### src/rtl/ps2_host_tx_if.sv
// Command handshake between a PS/2 host transmitter and its requester.
// The requester drives the byte and start pulse; the transmitter reports status.
interface ps2_host_tx_if;
  logic [7:0] tx_data;
  logic       tx_start;
  logic       busy;
  logic       done;
  logic       ack_ok;
  logic       timeout;
  logic       rx_inhibit;

  modport master (
    output tx_data, tx_start,
    input  busy, done, ack_ok, timeout, rx_inhibit
  );

  modport slave (
    input  tx_data, tx_start,
    output busy, done, ack_ok, timeout, rx_inhibit
  );
endinterface

### src/rtl/ps2_host_tx.sv
// Host-to-device PS/2 command transmitter: inhibit, request-to-send, 11 device-clocked
// bit slots (8 data, odd parity, stop, ACK) with a watchdog on device clock activity.
module ps2_host_tx #(
  parameter int INHIBIT_CYCLES   = 960,
  parameter int DATA_LEAD_CYCLES = 16,
  parameter int FILTER_CYCLES    = 8,
  parameter int TIMEOUT_CYCLES   = 120000
) (
  input  logic         clk,
  input  logic         res,
  ps2_host_tx_if.slave host,
  input  logic         ps2clk_in,
  input  logic         ps2data_in,
  output logic         ps2clk_oe,
  output logic         ps2data_oe
);

  localparam int IW = $clog2(INHIBIT_CYCLES);
  localparam int WW = $clog2(TIMEOUT_CYCLES);
  localparam int FW = $clog2(FILTER_CYCLES + 1);

  localparam logic [IW-1:0] INH_LAST   = IW'(INHIBIT_CYCLES - 1);
  localparam logic [IW-1:0] LEAD_START = IW'(INHIBIT_CYCLES - DATA_LEAD_CYCLES - 1);
  localparam logic [WW-1:0] WD_LAST    = WW'(TIMEOUT_CYCLES - 1);
  localparam logic [FW-1:0] F_LAST     = FW'(FILTER_CYCLES - 1);

  localparam logic [2:0] S_IDLE      = 3'd0;
  localparam logic [2:0] S_INHIBIT   = 3'd1;
  localparam logic [2:0] S_REQ       = 3'd2;
  localparam logic [2:0] S_SHIFT     = 3'd3;
  localparam logic [2:0] S_ACK       = 3'd4;
  localparam logic [2:0] S_WAIT_IDLE = 3'd5;
  localparam logic [2:0] S_TOUT      = 3'd6;

  function automatic logic odd_parity(input logic [7:0] d);
    return ~^d;
  endfunction

  // index 0 = clock line, index 1 = data line
  logic [1:0]    sync1_q, sync2_q, filt_q;
  logic [FW-1:0] fcnt_q [2];
  logic          clk_prev_q;
  logic          fall_s;

  logic [2:0]    state_q, state_d;
  logic [IW-1:0] inh_q, inh_d;
  logic [WW-1:0] wd_q, wd_d;
  logic [3:0]    bit_q, bit_d;
  logic [9:0]    shift_q, shift_d;
  logic          busy_q, busy_d;
  logic          done_q, done_d;
  logic          ack_ok_q, ack_ok_d;
  logic          timeout_q, timeout_d;
  logic          ack_seen_q, ack_seen_d;
  logic          clk_oe_q, clk_oe_d;
  logic          data_oe_q, data_oe_d;
  logic          wd_active_s, wd_expire_s;

  // Synchronize both pins and only follow a level after FILTER_CYCLES stable samples.
  always_ff @(posedge clk) begin
    if (res) begin
      sync1_q    <= 2'b11;
      sync2_q    <= 2'b11;
      filt_q     <= 2'b11;
      clk_prev_q <= 1'b1;
      for (int i = 0; i < 2; i++) begin
        fcnt_q[i] <= '0;
      end
    end else begin
      sync1_q    <= {ps2data_in, ps2clk_in};
      sync2_q    <= sync1_q;
      clk_prev_q <= filt_q[0];
      for (int i = 0; i < 2; i++) begin
        if (sync2_q[i] == filt_q[i]) begin
          fcnt_q[i] <= '0;
        end else if (fcnt_q[i] == F_LAST) begin
          fcnt_q[i] <= '0;
          filt_q[i] <= sync2_q[i];
        end else begin
          fcnt_q[i] <= fcnt_q[i] + FW'(1);
        end
      end
    end
  end

  assign fall_s      = clk_prev_q & ~filt_q[0];
  assign wd_active_s = (state_q == S_REQ) || (state_q == S_SHIFT) ||
                       (state_q == S_ACK) || (state_q == S_WAIT_IDLE);
  assign wd_expire_s = wd_active_s && !fall_s && (wd_q == WD_LAST);

  // Transfer sequencing, line drive and watchdog next-state.
  always_comb begin
    state_d    = state_q;
    inh_d      = inh_q;
    bit_d      = bit_q;
    shift_d    = shift_q;
    busy_d     = busy_q;
    done_d     = 1'b0;
    ack_ok_d   = ack_ok_q;
    timeout_d  = timeout_q;
    ack_seen_d = ack_seen_q;
    clk_oe_d   = clk_oe_q;
    data_oe_d  = data_oe_q;

    if (wd_active_s) begin
      if (fall_s) begin
        wd_d = '0;
      end else begin
        wd_d = wd_q + WW'(1);
      end
    end else begin
      wd_d = '0;
    end

    if (wd_expire_s) begin
      // release first; the done pulse follows one cycle later from S_TOUT
      clk_oe_d  = 1'b0;
      data_oe_d = 1'b0;
      state_d   = S_TOUT;
    end else begin
      case (state_q)
        S_IDLE: begin
          if (host.tx_start && !done_q) begin
            state_d    = S_INHIBIT;
            busy_d     = 1'b1;
            ack_ok_d   = 1'b0;
            timeout_d  = 1'b0;
            ack_seen_d = 1'b0;
            shift_d    = {1'b1, odd_parity(host.tx_data), host.tx_data};
            inh_d      = '0;
            bit_d      = 4'd0;
            clk_oe_d   = 1'b1;
            data_oe_d  = 1'b0;
          end else begin
            state_d = S_IDLE;
          end
        end
        S_INHIBIT: begin
          inh_d = inh_q + IW'(1);
          if (inh_q == INH_LAST) begin
            clk_oe_d  = 1'b0;
            data_oe_d = 1'b1;
            state_d   = S_REQ;
          end else if (inh_q == LEAD_START) begin
            data_oe_d = 1'b1;
          end else begin
            data_oe_d = data_oe_q;
          end
        end
        S_REQ: begin
          if (fall_s) begin
            data_oe_d = ~shift_q[0];
            shift_d   = {1'b1, shift_q[9:1]};
            bit_d     = 4'd1;
            state_d   = S_SHIFT;
          end else begin
            state_d = S_REQ;
          end
        end
        S_SHIFT: begin
          // bit_q counts slots already placed; the 10th placement is the stop bit
          if (fall_s) begin
            data_oe_d = ~shift_q[0];
            shift_d   = {1'b1, shift_q[9:1]};
            bit_d     = bit_q + 4'd1;
            state_d   = (bit_q == 4'd9) ? S_ACK : S_SHIFT;
          end else begin
            state_d = S_SHIFT;
          end
        end
        S_ACK: begin
          if (fall_s) begin
            ack_seen_d = ~filt_q[1];
            state_d    = S_WAIT_IDLE;
          end else begin
            state_d = S_ACK;
          end
        end
        S_WAIT_IDLE: begin
          if (filt_q == 2'b11) begin
            done_d   = 1'b1;
            busy_d   = 1'b0;
            ack_ok_d = ack_seen_q;
            state_d  = S_IDLE;
          end else begin
            state_d = S_WAIT_IDLE;
          end
        end
        S_TOUT: begin
          done_d    = 1'b1;
          timeout_d = 1'b1;
          ack_ok_d  = 1'b0;
          busy_d    = 1'b0;
          state_d   = S_IDLE;
        end
        default: begin
          state_d   = S_IDLE;
          busy_d    = 1'b0;
          clk_oe_d  = 1'b0;
          data_oe_d = 1'b0;
        end
      endcase
    end
  end

  // State and registered outputs; reset releases both lines without a done pulse.
  always_ff @(posedge clk) begin
    if (res) begin
      state_q    <= S_IDLE;
      inh_q      <= '0;
      wd_q       <= '0;
      bit_q      <= 4'd0;
      shift_q    <= 10'd0;
      busy_q     <= 1'b0;
      done_q     <= 1'b0;
      ack_ok_q   <= 1'b0;
      timeout_q  <= 1'b0;
      ack_seen_q <= 1'b0;
      clk_oe_q   <= 1'b0;
      data_oe_q  <= 1'b0;
    end else begin
      state_q    <= state_d;
      inh_q      <= inh_d;
      wd_q       <= wd_d;
      bit_q      <= bit_d;
      shift_q    <= shift_d;
      busy_q     <= busy_d;
      done_q     <= done_d;
      ack_ok_q   <= ack_ok_d;
      timeout_q  <= timeout_d;
      ack_seen_q <= ack_seen_d;
      clk_oe_q   <= clk_oe_d;
      data_oe_q  <= data_oe_d;
    end
  end

  assign ps2clk_oe       = clk_oe_q;
  assign ps2data_oe      = data_oe_q;
  assign host.busy       = busy_q;
  assign host.rx_inhibit = busy_q;
  assign host.done       = done_q;
  assign host.ack_ok     = ack_ok_q;
  assign host.timeout    = timeout_q;

endmodule

### src/flat_wrapper.sv
// flat-port wrapper written by rule: the top's interface ports become plain ports
module ps2_host_tx_flat 
#(
  parameter int INHIBIT_CYCLES   = 960,
  parameter int DATA_LEAD_CYCLES = 16,
  parameter int FILTER_CYCLES    = 8,
  parameter int TIMEOUT_CYCLES   = 120000
)
  (clk, res, ps2clk_in, ps2data_in, ps2clk_oe, ps2data_oe, host_tx_data, host_tx_start, host_busy, host_done, host_ack_ok, host_timeout, host_rx_inhibit);
  ps2_host_tx_if host_i ();
  input  logic clk;
  input  logic res;
  input  logic ps2clk_in;
  input  logic ps2data_in;
  output logic ps2clk_oe;
  output logic ps2data_oe;
  input wire logic [$bits(host_i.tx_data)-1:0] host_tx_data;
  input wire logic [$bits(host_i.tx_start)-1:0] host_tx_start;
  output wire logic [$bits(host_i.busy)-1:0] host_busy;
  output wire logic [$bits(host_i.done)-1:0] host_done;
  output wire logic [$bits(host_i.ack_ok)-1:0] host_ack_ok;
  output wire logic [$bits(host_i.timeout)-1:0] host_timeout;
  output wire logic [$bits(host_i.rx_inhibit)-1:0] host_rx_inhibit;
  assign host_i.tx_data = host_tx_data;
  assign host_i.tx_start = host_tx_start;
  assign host_busy = host_i.busy;
  assign host_done = host_i.done;
  assign host_ack_ok = host_i.ack_ok;
  assign host_timeout = host_i.timeout;
  assign host_rx_inhibit = host_i.rx_inhibit;
  ps2_host_tx #(.INHIBIT_CYCLES(INHIBIT_CYCLES), .DATA_LEAD_CYCLES(DATA_LEAD_CYCLES), .FILTER_CYCLES(FILTER_CYCLES), .TIMEOUT_CYCLES(TIMEOUT_CYCLES)) u_core (.clk(clk), .res(res), .host(host_i), .ps2clk_in(ps2clk_in), .ps2data_in(ps2data_in), .ps2clk_oe(ps2clk_oe), .ps2data_oe(ps2data_oe));
endmodule
### config.mk
export PLATFORM = sky130hd
export DESIGN_NAME = ps2_host_tx_flat
export DESIGN_NICKNAME = d
export VERILOG_FILES = /design/src/rtl/ps2_host_tx_if.sv /design/src/rtl/ps2_host_tx.sv /design/src/flat_wrapper.sv
export SDC_FILE = /design/constraint.sdc
export NUM_CORES = 1
export LEC_CHECK = 0
export ABC_AREA = 1
export BUFFER_PORTS_ARGS = -buffer_cell sky130_fd_sc_hd__buf_2
export CORE_MARGIN = 1
export CORE_UTILIZATION = 40
export CTS_CLUSTER_DIAMETER = 60
export DETAILED_ROUTE_END_ITERATION = 16
export GPL_ROUTABILITY_DRIVEN = 1
export HOLD_SLACK_MARGIN = 0.15
export SLEW_MARGIN = 20
export SYNTH_ARGS = -nofsm -noshare
export SYNTH_HDL_FRONTEND = slang
export SYNTH_SLANG_ARGS = --single-unit
### constraint.sdc
create_clock -name clk -period 2.8 [get_ports clk]
set_input_delay 0 -clock clk [delete_from_list [all_inputs] [get_ports clk]]
set_output_delay 0 -clock clk [all_outputs]
set_load 0.03 [all_outputs]
==> out/metrics.csv, run 1 <==
stage;metric;value;unit
critical_path;worstReg2RegStart;u_core.state_q[0]$_SDFFE_PP0P_;
floorplanning;die_h;94.4;microns
worst_hold_path;min_path_cells;3;
critical_path;worstSetupPathType;reg -> reg;
critical_path;end_kind;flip-flop;
sta;hold_violations;0;
power_and_ir_drop;p_sw_share;29.7;%
sta;rsz0062_at_grt;false;
power_and_ir_drop;net-switching-power;675;uW
routing;via_per_inst;4.81;
clocking;path_clk_slew;0.07;ns
worst_hold_path;hold_end;u_core.sync1_q[1]$_SDFF_PP1_;
power_and_ir_drop;combinationalPowerShare;18.1;%
critical_path;reg2reg_to;u_core.shift_q[0]$_SDFFE_PP0P_;
floorplanning;start_util;41.4;%
sta;tightest_slew;0.653;ns
clocking;cts_buffers;9;
worst_hold_path;min_from;ps2data_in;
place;routabilityCongestion;0.844;
sta;fin_crit_sh;78.4;%
global_routing;track_usage;17.2;%
power_and_ir_drop;pwr-share-seq;46.6;%
clocking;cts.sinks;66;
synth;syn_inst;466;
critical_path;startpoint;u_core.state_q[0]$_SDFFE_PP0P_;
sta;max_freq;0.455;GHz
finish;nets;524;
synth;ys_seq_area_share;41.0;%
sta;setup_viol;0;
clocking;cts-hold-fix-buffers;13;
floorplanning;rows;33;
power_and_ir_drop;powerDensity;580;mW/mm^2
sta;fin_setup_tns;0;ns
synth;synthMostInstantiatedCell;nand2_1;
sta;min_period;2.20;ns
power_and_ir_drop;clkPwrFrac;35.4;%
clocking;clkLatencyLatePin;0.35;ns
clocking;cts_resized;0;
synth;synth-async-reset-ratio;0;%
finish;antenna_cells;0;
routing;drt_iter0_markers;117;
synth;synth_top_cells_by_count;nand2_1 (96), dfxtp_1 (58), inv_1 (56);
synth;synth_area;0.00342;sq mm
place;io_buffer_count;19;
finish;final-seq-area;0.00140;sq mm
critical_path;critPathMaxFanout;22;
job;drv_cap;0;
routing;drt_wl_total;6.87;mm
synth;synth.avg_cell_area;7.33;sq um
sta;fin_skew;0.0194;ns
status;outcome;complete, no violations;
finish;multiInputGateArea;0.00172;sq mm
place;dp.cells;586;
routing;drc;0;
routing;vias;2956;
critical_path;startpoint_type;flip-flop;
synth;synth-seq-cells;66;
sta;relSlewSlack;56.3;%
clocking;clock_path_buffers;2;
clocking;h-tree-depth;3;
global_routing;antenna_found_initial;0;
clocking;cts_tree;built;
global_routing;grt.overflow.total;0;
power_and_ir_drop;p_int;1600;uW
finish;final_core_util;47.4;%
synth;ys_types;37;
sta;hold_ws;0.367;ns
floorplanning;io_pins;20;
synth;synth_edf_count;8;
floorplanning;die_area;0.00892;sq mm
global_routing;grt_max_degree;24;
worst_hold_path;min_path_type;in -> reg;
synth;yosys_warnings;0;
routing;dr.pass1.iters;5;
finish;syn2layout_area_growth;14.5;%
critical_path;worstPathRequired;3.09;ns
synth;synthTopCellsByArea;dfxtp_1 (34%), nand2_1 (11%), edfxtp_1 (7.0%);
finish;stdcell_count;615;
floorplanning;die_w;94.4;microns
clocking;cts_setup_buffers;0;
synth;synth_top_area_share;34.0;%
power_and_ir_drop;vdd_ir_drop_max;0.000236;V
clocking;root_buffer;clkbuf_8;
critical_path;worst_ep_arrival_time;2.48;ns
global_routing;grt_pass1_vias;2731;
synth;synth-main-ff-cell;dfxtp_1;
routing;ant_nets;0;
routing;wl_per_cell;11.2;microns
critical_path;r2r_cells;9;
floorplanning;coreArea;0.00826;sq mm
synth;synth_largest_area_cell;dfxtp_1;
sta;finalMaxSlewViolations;0;
finish;drive_gt1_share;12.2;%
finish;fillers;866;
critical_path;r2r_slack;0.60;ns
global_routing;grt_pass1_wl;12.1;mm
place;place_hpwl;4.90;mm
power_and_ir_drop;p_leak;0.00163;uW
worst max-delay path, cell delays in order, from the launching register on:
cell and delay (ns):
dfxtp_1 0.52, inv_2 0.09, nand2_2 0.12, nor2_4 0.05, nand2_4 0.12, nand4_4 0.29, inv_2 0.21, nand2_1 0.07
a21oi_1 0.12, dlygate4sd3_1 0.55
flip-flops by register name, summed over array words and instances, names as in the netlist, 2 cells and up:
signal and count:
u_core.sync1_q 2, u_core.fcnt_q 8, u_core.bit_q 4, u_core.shift_q 10
u_core.inh_q 10, u_core.wd_q 17, u_core.sync2_q 2, u_core.filt_q 2
u_core.state_q 3
cells in the final DEF (no fill, tap or decap), drive strengths merged:
cell type / count
or3: 1
bufinv: 1
o21ai: 28
nand2: 102
or2: 6
a21boi: 1
nand3: 34
clkinv: 4
xnor2: 6
a21oi: 44
conb: 8
nor3: 8
nand3b: 3
o211ai: 3
clkbuf: 11
xor2: 9
ha: 6
and2: 1
dlygate4sd3: 13
buf: 21
edfxtp: 8
dfxtp: 58
nand4: 13
inv: 60
o221ai: 2
nor3b: 4
nor2: 55
per-stage QoR:
step | setup WS [ns] | instance area (sq um) | total power (uW)
2_1_floorplan | 1.40 | 3440 | 1410
5_1_grt | 0.398 | 3910 | 2400
6_report | 0.604 | 3910 | 2270
3_5_place_dp | 1.11 | 3590 | 1480
4_1_cts | 0.619 | 3910 | 2300
3_3_place_gp | 1.16 | 3590 | 1470
layout make-up:
cell class	count	area share, %
multi-input combinational	334	44.0
sequential	66	35.8
timing repair buffer	34	6.14
inverter	60	5.75
clock buffer	11	3.61
tap	105	3.36
clock inverter	5	1.37
cell families after synthesis:
family | after synthesis | share of synthesized area [%]
xor gates and xnor gates | 15 | 4.06
AOI/OAI and AO/OA | 78 | 11.9
DFF | 66 | 41.0
other | 1 | 0.110
and+or+nand+nor | 227 | 31.3
adders and majority gates | 6 | 2.20
buffers and inverters | 73 | 9.41
routing by layer:
layer  vias up  wire, microns  global-route usage [%]
met3        10            260                    3.14
li1       1588              -                       -
met4         0            103                    8.08
met5         -              0                       0
met1      1306           3450                    22.4
met2        52           3060                    27.4
worst max path at each step:
stage | end | cells after the start
after floorplan | u_core.state_q[0]$_SDFFE_PP0P_ | 7
after global routing | u_core.shift_q[0]$_SDFFE_PP0P_ | 9
after CTS | u_core.shift_q[0]$_SDFFE_PP0P_ | 9
after detailed placement | u_core.bit_q[2]$_SDFFE_PP0P_ | 9
after global placement | u_core.bit_q[2]$_SDFFE_PP0P_ | 9
final | u_core.shift_q[0]$_SDFFE_PP0P_ | 9
power groups by stage:
stage	sequential (uW)	clock, uW	combinational (uW)
after floorplan	1090	0	325
after global placement	1080	0	391
after detailed placement	1080	0	395
after CTS	1060	831	412
after global routing	1070	866	471
final	1060	803	410
(Power assumes the default switching activity.)
==> inputs of run 2 (changes only) <==
==> constraint.sdc (replaced) <==
create_clock -name clk -period 2 [get_ports clk]
set_input_delay 0 -clock clk [delete_from_list [all_inputs] [get_ports clk]]
set_output_delay 0 -clock clk [all_outputs]
set_load 0.03 [all_outputs]
==> run 2 against run 1 <==
Against the previous run: die area unchanged; hold slack better by 0.013 ns; clock skew down 0.011 ns; flip-flop and latch count unchanged; wire length up 1.0%; maximum frequency up 36%; final area down 0.51%; worst setup slack worse by 0.21 ns; count of clock-buffer cells in the layout up 1; largest cell class unchanged; highest routed layer unchanged.
==> out/metrics.csv, run 2 (same netlist as run 1, synthesis figures left out) <==
stage;metric;value;unit;change
global_routing;grt_pass1_wl;11.9;mm;was 12.1 mm
routing;ant_nets;0;;unchanged
floorplanning;rows;33;;unchanged
routing;vias;2971;;was 2,956
sta;rsz0062_at_grt;false;;unchanged
finish;nets;527;;was 524
worst_hold_path;min_path_type;in -> reg;;unchanged
clocking;clock_path_buffers;2;;unchanged
power_and_ir_drop;totalPowerFinal;3010;uW;was 2270 uW
routing;drt_wl_total;6.94;mm;was 6.87 mm
critical_path;worstPathRequired;2.22;ns;was 3.09 ns
routing;dr.pass1.iters;4;;was 5
sta;max_freq;0.621;GHz;was 0.455 GHz
clocking;cts_tree;built;;unchanged
power_and_ir_drop;p_leak;0.00163;uW;about the same
place;io_buffer_count;19;;unchanged
sta;finalMaxSlewViolations;0;;unchanged
place;routabilityCongestion;0.868;;was 0.844
routing;drt_iter0_markers;126;;was 117
floorplanning;io_pins;20;;unchanged
global_routing;grt.overflow.total;0;;unchanged
job;drv_cap;0;;unchanged
global_routing;track_usage;17.2;%;about the same
floorplanning;die_area;0.00892;sq mm;unchanged
place;dp.cells;590;;was 586
floorplanning;die_w;94.4;microns;unchanged
finish;final_cell_mix;nand2_1 (96), dfxtp_1 (58), inv_1 (56);;unchanged
critical_path;critPathMaxFanout;22;;unchanged
power_and_ir_drop;powerDensity;772;mW/mm^2;was 580 mW/mm^2
critical_path;worstSetupPathType;reg -> reg;;unchanged
worst_hold_path;min_path_cells;3;;unchanged
critical_path;r2r_cells;5;;was 9
clocking;path_clk_slew;0.07;ns;about the same
finish;mostFrequentLayoutCell;nand2_1;;unchanged
clocking;cts_buffers;9;;unchanged
finish;fillers;845;;was 866
status;outcome;complete, no violations;;unchanged
critical_path;worst_ep_arrival_time;1.83;ns;was 2.48 ns
routing;via_per_inst;4.81;;about the same
finish;syn2layout_area_growth;14.0;%;was 14.5%
clocking;cts_setup_buffers;0;;unchanged
clocking;clkLatencyLatePin;0.34;ns;was 0.35 ns
clocking;root_buffer;clkbuf_8;;unchanged
place;place_hpwl;4.84;mm;was 4.90 mm
finish;regMostFlops;u_core.wd_q;;unchanged
critical_path;end_kind;flip-flop;;unchanged
floorplanning;start_util;41.4;%;unchanged
finish;final_core_util;47.2;%;was 47.4%
global_routing;grt_max_degree;23;;was 24
routing;wl_per_cell;11.2;microns;about the same
critical_path;startpoint_type;flip-flop;;unchanged
routing;drc;0;;unchanged
finish;largest_reg_flops;17;;unchanged
floorplanning;die_h;94.4;microns;unchanged
finish;drive_gt1_share;12.5;%;was 12.2%
sta;fin_skew;0.00824;ns;was 0.0194 ns
sta;fin_crit_sh;80.5;%;was 78.4%
clocking;cts.sinks;66;;unchanged
clocking;h-tree-depth;3;;unchanged
finish;largestRegisters;u_core.wd_q: 17 flops, u_core.inh_q: 10 flops, u_core.shift_q: 10 flops;;unchanged
power_and_ir_drop;vdd_ir_drop_max;0.000401;V;was 0.000236 V
floorplanning;coreArea;0.00826;sq mm;unchanged
finish;antenna_cells;0;;unchanged
global_routing;grt_pass1_vias;2624;;was 2,731
global_routing;antenna_found_initial;0;;unchanged
sta;setup_viol;0;;unchanged
sta;min_period;1.61;ns;was 2.20 ns
sta;hold_violations;0;;unchanged
finish;stdcell_count;618;;was 615
sta;fin_setup_tns;0;ns;unchanged
==> run 2: power by group <==
group          internal [uW]  switching, uW  total (uW)  leakage [uW]
Sequential              1430           41.1        1470      0.000555
Clock                    443            492         935     0.0000839
Combinational            209            394         603      0.000988
==> run 2: worst paths after layout <==
path / from / endpoint / slack [ns]
min reg2reg: u_core.sync1_q[1]$_SDFF_PP1_ / u_core.sync2_q[1]$_SDFF_PP1_ / 0.41
max: u_core.state_q[2]$_SDFFE_PP0P_ / u_core.bit_q[1]$_SDFFE_PP0P_ / 0.39
max reg2reg: u_core.state_q[2]$_SDFFE_PP0P_ / u_core.bit_q[1]$_SDFFE_PP0P_ / 0.39
min: ps2data_in / u_core.sync1_q[1]$_SDFF_PP1_ / 0.38
==> run 2: area by class of cell <==
| type | instances | area, sq um | share of cell area, % |
|---|---|---|---|
| Clock buffer | 12 | 135 | 3.47 |
| Clock inverter | 4 | 20.0 | 0.514 |
| Inverter | 60 | 225 | 5.78 |
| Multi-Input combinational cell | 334 | 1720 | 44.2 |
| Sequential cell | 66 | 1400 | 36.0 |
| Tap cell | 105 | 131 | 3.37 |
| Timing Repair Buffer | 37 | 260 | 6.68 |
==> run 2: through the flow <==
stage	instance area, sq um	hold WS (ns)	worst slack (ns)
global route	3890	0.388	0.223
detailed placement	3620	0.187	0.429
finish	3890	0.380	0.390
CTS	3890	0.357	0.405
global placement	3620	0.182	0.486
floorplan	3440	0.104	0.601
==> run 2: routing by layer <==
metal	wire, microns	global-route usage, %	share of wire [%]
met4	67	7.69	0.97
met5	0	0	0
met1	3540	24.2	51
met2	3040	25.4	44
met3	290	3.22	4.2
==> run 2: timing repair <==
action | in CTS | in global routing
hold endpoints to repair | 30 | 0
gates resized for setup | 0 | 0
hold buffers | 12 | 0
==> run 2: critical path: stages, from the launching register on <==
cell and delay, ns:
dfxtp_1 0.39, inv_1 0.15, nand3_1 0.19, nand4_4 0.30, o21ai_0 0.36, nor2_1 0.08
==> inputs of run 3 (changes only) <==
==> constraint.sdc (replaced) <==
create_clock -name clk -period 1.55 [get_ports clk]
set_input_delay 0 -clock clk [delete_from_list [all_inputs] [get_ports clk]]
set_output_delay 0 -clock clk [all_outputs]
set_load 0.03 [all_outputs]
==> run 3 against run 2 <==
Against the previous run: first-iteration DRC count fell by 2.4%; maximum frequency rose by 9.8%; die area did not move; non-clock buffer count rose by 9; sequential power rose by 30%; count of clock-buffer cells in the layout rose by 1; largest cell class unchanged; final area rose by 4.0%; critical path type unchanged; flip-flop and latch count did not move.
==> out/metrics.csv, run 3 (same netlist as run 1, synthesis figures left out) <==
stage;metric;value;unit;change
power_and_ir_drop;vdd_ir_drop_max;0.000427;V;was 0.000401 V
floorplanning;coreArea;0.00826;sq mm;unchanged
critical_path;worstSetupPathType;reg -> reg;;unchanged
power_and_ir_drop;powerDensity;1020;mW/mm^2;was 772 mW/mm^2
routing;wl_per_cell;11.0;microns;was 11.2 microns
power_and_ir_drop;combinationalPowerShare;19.6;%;was 20.1%
sta;setup_viol;0;;unchanged
sta;finalMaxSlewViolations;0;;unchanged
clocking;clkLatencyLatePin;0.35;ns;was 0.34 ns
sta;fin_crit_sh;94.6;%;was 80.5%
finish;regMostFlops;u_core.wd_q;;unchanged
critical_path;worst_ep_arrival_time;1.71;ns;was 1.83 ns
sta;min_period;1.47;ns;was 1.61 ns
clocking;path_clk_slew;0.08;ns;was 0.07 ns
global_routing;grt.overflow.total;0;;unchanged
finish;drive_gt1_share;15.5;%;was 12.5%
sta;rsz0062_at_grt;true;;was false
clocking;cts.sinks;66;;unchanged
place;routabilityCongestion;0.883;;was 0.868
routing;dr_wl_met2;3.09;mm;was 3.04 mm
place;place_hpwl;5.00;mm;was 4.84 mm
global_routing;track_usage;17.2;%;about the same
finish;nets;536;;was 527
sta;hold_violations;0;;unchanged
routing;vias;3089;;was 2,971
clocking;root_buffer;clkbuf_8;;unchanged
critical_path;critPathMaxFanout;9;;was 22
routing;via_per_inst;4.93;;was 4.81
power_and_ir_drop;net-switching-power;1210;uW;was 928 uW
floorplanning;io_pins;20;;unchanged
floorplanning;rows;33;;unchanged
finish;design_area;0.00405;sq mm;was 0.00389 sq mm
routing;met1_length;3.42;mm;was 3.54 mm
clocking;clock_path_buffers;2;;unchanged
finish;largestRegisters;u_core.wd_q: 17 flops, u_core.inh_q: 10 flops, u_core.shift_q: 10 flops;;unchanged
routing;drc;0;;unchanged
place;dpl_cell_area;0.00369;sq mm;was 0.00362 sq mm
clocking;cts_buffers;9;;unchanged
sta;fin_skew;0.0128;ns;was 0.00824 ns
global_routing;antenna_found_initial;0;;unchanged
finish;largest_reg_flops;17;;unchanged
global_routing;grt_max_degree;22;;was 23
job;drv_cap;0;;unchanged
routing;drt_iter0_markers;123;;was 126
floorplanning;die_w;94.4;microns;unchanged
sta;hold_ws;0.365;ns;was 0.380 ns
power_and_ir_drop;clkPwrFrac;34.5;%;was 31.1%
sta;fin_setup_tns;0;ns;unchanged
floorplanning;start_util;41.4;%;unchanged
finish;final_cell_mix;nand2_1 (96), inv_1 (56), dfxtp_1 (54);;was nand2_1 (96), dfxtp_1 (58), inv_1 (56)
finish;syn2layout_area_growth;18.5;%;was 14.0%
finish;mostFrequentLayoutCell;nand2_1;;unchanged
status;outcome;complete, no violations;;unchanged
place;io_buffer_count;19;;unchanged
routing;ant_nets;0;;unchanged
power_and_ir_drop;p_sw_share;29.3;%;was 30.8%
routing;top_layer;met4;;unchanged
finish;antenna_cells;0;;unchanged
routing;dr_wl_met3;264;microns;was 290 microns
power_and_ir_drop;pwr-share-seq;45.9;%;was 48.9%
finish;final_core_util;49.0;%;was 47.2%
power_and_ir_drop;totalPowerFinal;4150;uW;was 3010 uW
clocking;h-tree-depth;3;;unchanged
global_routing;grt_pass1_wl;12.1;mm;was 11.9 mm
worst_hold_path;min_path_type;in -> reg;;unchanged
global_routing;grt_pass1_vias;2796;;was 2,624
sta;max_freq;0.682;GHz;was 0.621 GHz
power_and_ir_drop;p_int;2930;uW;was 2080 uW
floorplanning;die_h;94.4;microns;unchanged
critical_path;end_kind;flip-flop;;unchanged
clocking;cts_tree;built;;unchanged
floorplanning;die_area;0.00892;sq mm;unchanged
power_and_ir_drop;p_leak;0.00169;uW;was 0.00163 uW
routing;dr.pass1.iters;4;;unchanged
critical_path;startpoint_type;flip-flop;;unchanged
routing;drt_wl_total;6.92;mm;was 6.94 mm
finish;fillers;864;;was 845
critical_path;worstPathRequired;1.79;ns;was 2.22 ns
==> run 3: changes by cell type in the layout (fill, tap and decap cells not counted), moves of 2 or more <==
cell	change
nor2_1	-3
dfxtp_1	-4
dfxtp_2	+4
nor2_2	+2
clkinv_2	-2
buf_4	+7
==> run 3: layer usage <==
| metal | GRT usage [%] | vias up |
|---|---|---|
| met5 | 0 | - |
| met4 | 8.08 | 0 |
| met3 | 3.14 | 12 |
| met2 | 28.5 | 68 |
| met1 | 21.7 | 1396 |
| li1 | - | 1613 |
==> run 3: critical path, stage by stage, from the launching register on <==
cell and delay, ns:
dfxtp_1 0.36, ha_2 0.23, nand3_4 0.14, nor3_4 0.19, nand3_4 0.16, nand2_4 0.10
inv_1 0.05, and2_1 0.14
==> run 3: worst paths after layout <==
path | from | endpoint | slack [ns] | cells after the start
setup / recovery | u_core.wd_q[0]$_SDFF_PP0_ | u_core.state_q[0]$_SDFFE_PP0P_ | 0.08 | 7
hold / removal | ps2data_in | u_core.sync1_q[1]$_SDFF_PP1_ | 0.37 | 3
setup reg to reg | u_core.wd_q[0]$_SDFF_PP0_ | u_core.state_q[0]$_SDFFE_PP0P_ | 0.08 | 7
hold reg to reg | u_core.sync1_q[0]$_SDFF_PP1_ | u_core.sync2_q[0]$_SDFF_PP1_ | 0.41 | 1
==> run 3: what timing repair did <==
action                                  4_1_cts  5_1_grt
endpoints found under the hold margin        18        0
hold buffers                                 13        0
endpoints found under the setup margin        1       21
resized for setup                             1       11
pin swaps                                     0        2
buffers inserted                              0        0
==> run 3: per-stage QoR <==
stage | setup WS, ns | cells
2_1_floorplan | 0.151 | 473
3_3_place_gp | 0.0551 | 598
3_5_place_dp | 0.0109 | 598
4_1_cts | 0.0174 | 627
5_1_grt | -0.0225 | 627
6_report | 0.0836 | 627
==> run 3: layout make-up <==
type | instances | area [sq um] | area share [%]
inverters | 60 | 225 | 5.56
repair buffers | 46 | 343 | 8.47
clock buffers | 13 | 149 | 3.68
multi-input cells | 334 | 1750 | 43.3
well taps | 105 | 131 | 3.24
flip-flops and latches | 66 | 1410 | 34.7
clock inverters | 3 | 40.0 | 0.989
==> run 3: power groups by stage <==
| stage | logic [uW] | clock network (uW) | registers, uW |
|---|---|---|---|
| floorplan | 587 | 0 | 1960 |
| global placement | 777 | 0 | 1940 |
| detailed placement | 785 | 0 | 1940 |
| CTS | 816 | 1470 | 1900 |
| global route | 912 | 1540 | 1920 |
| finish | 813 | 1430 | 1910 |
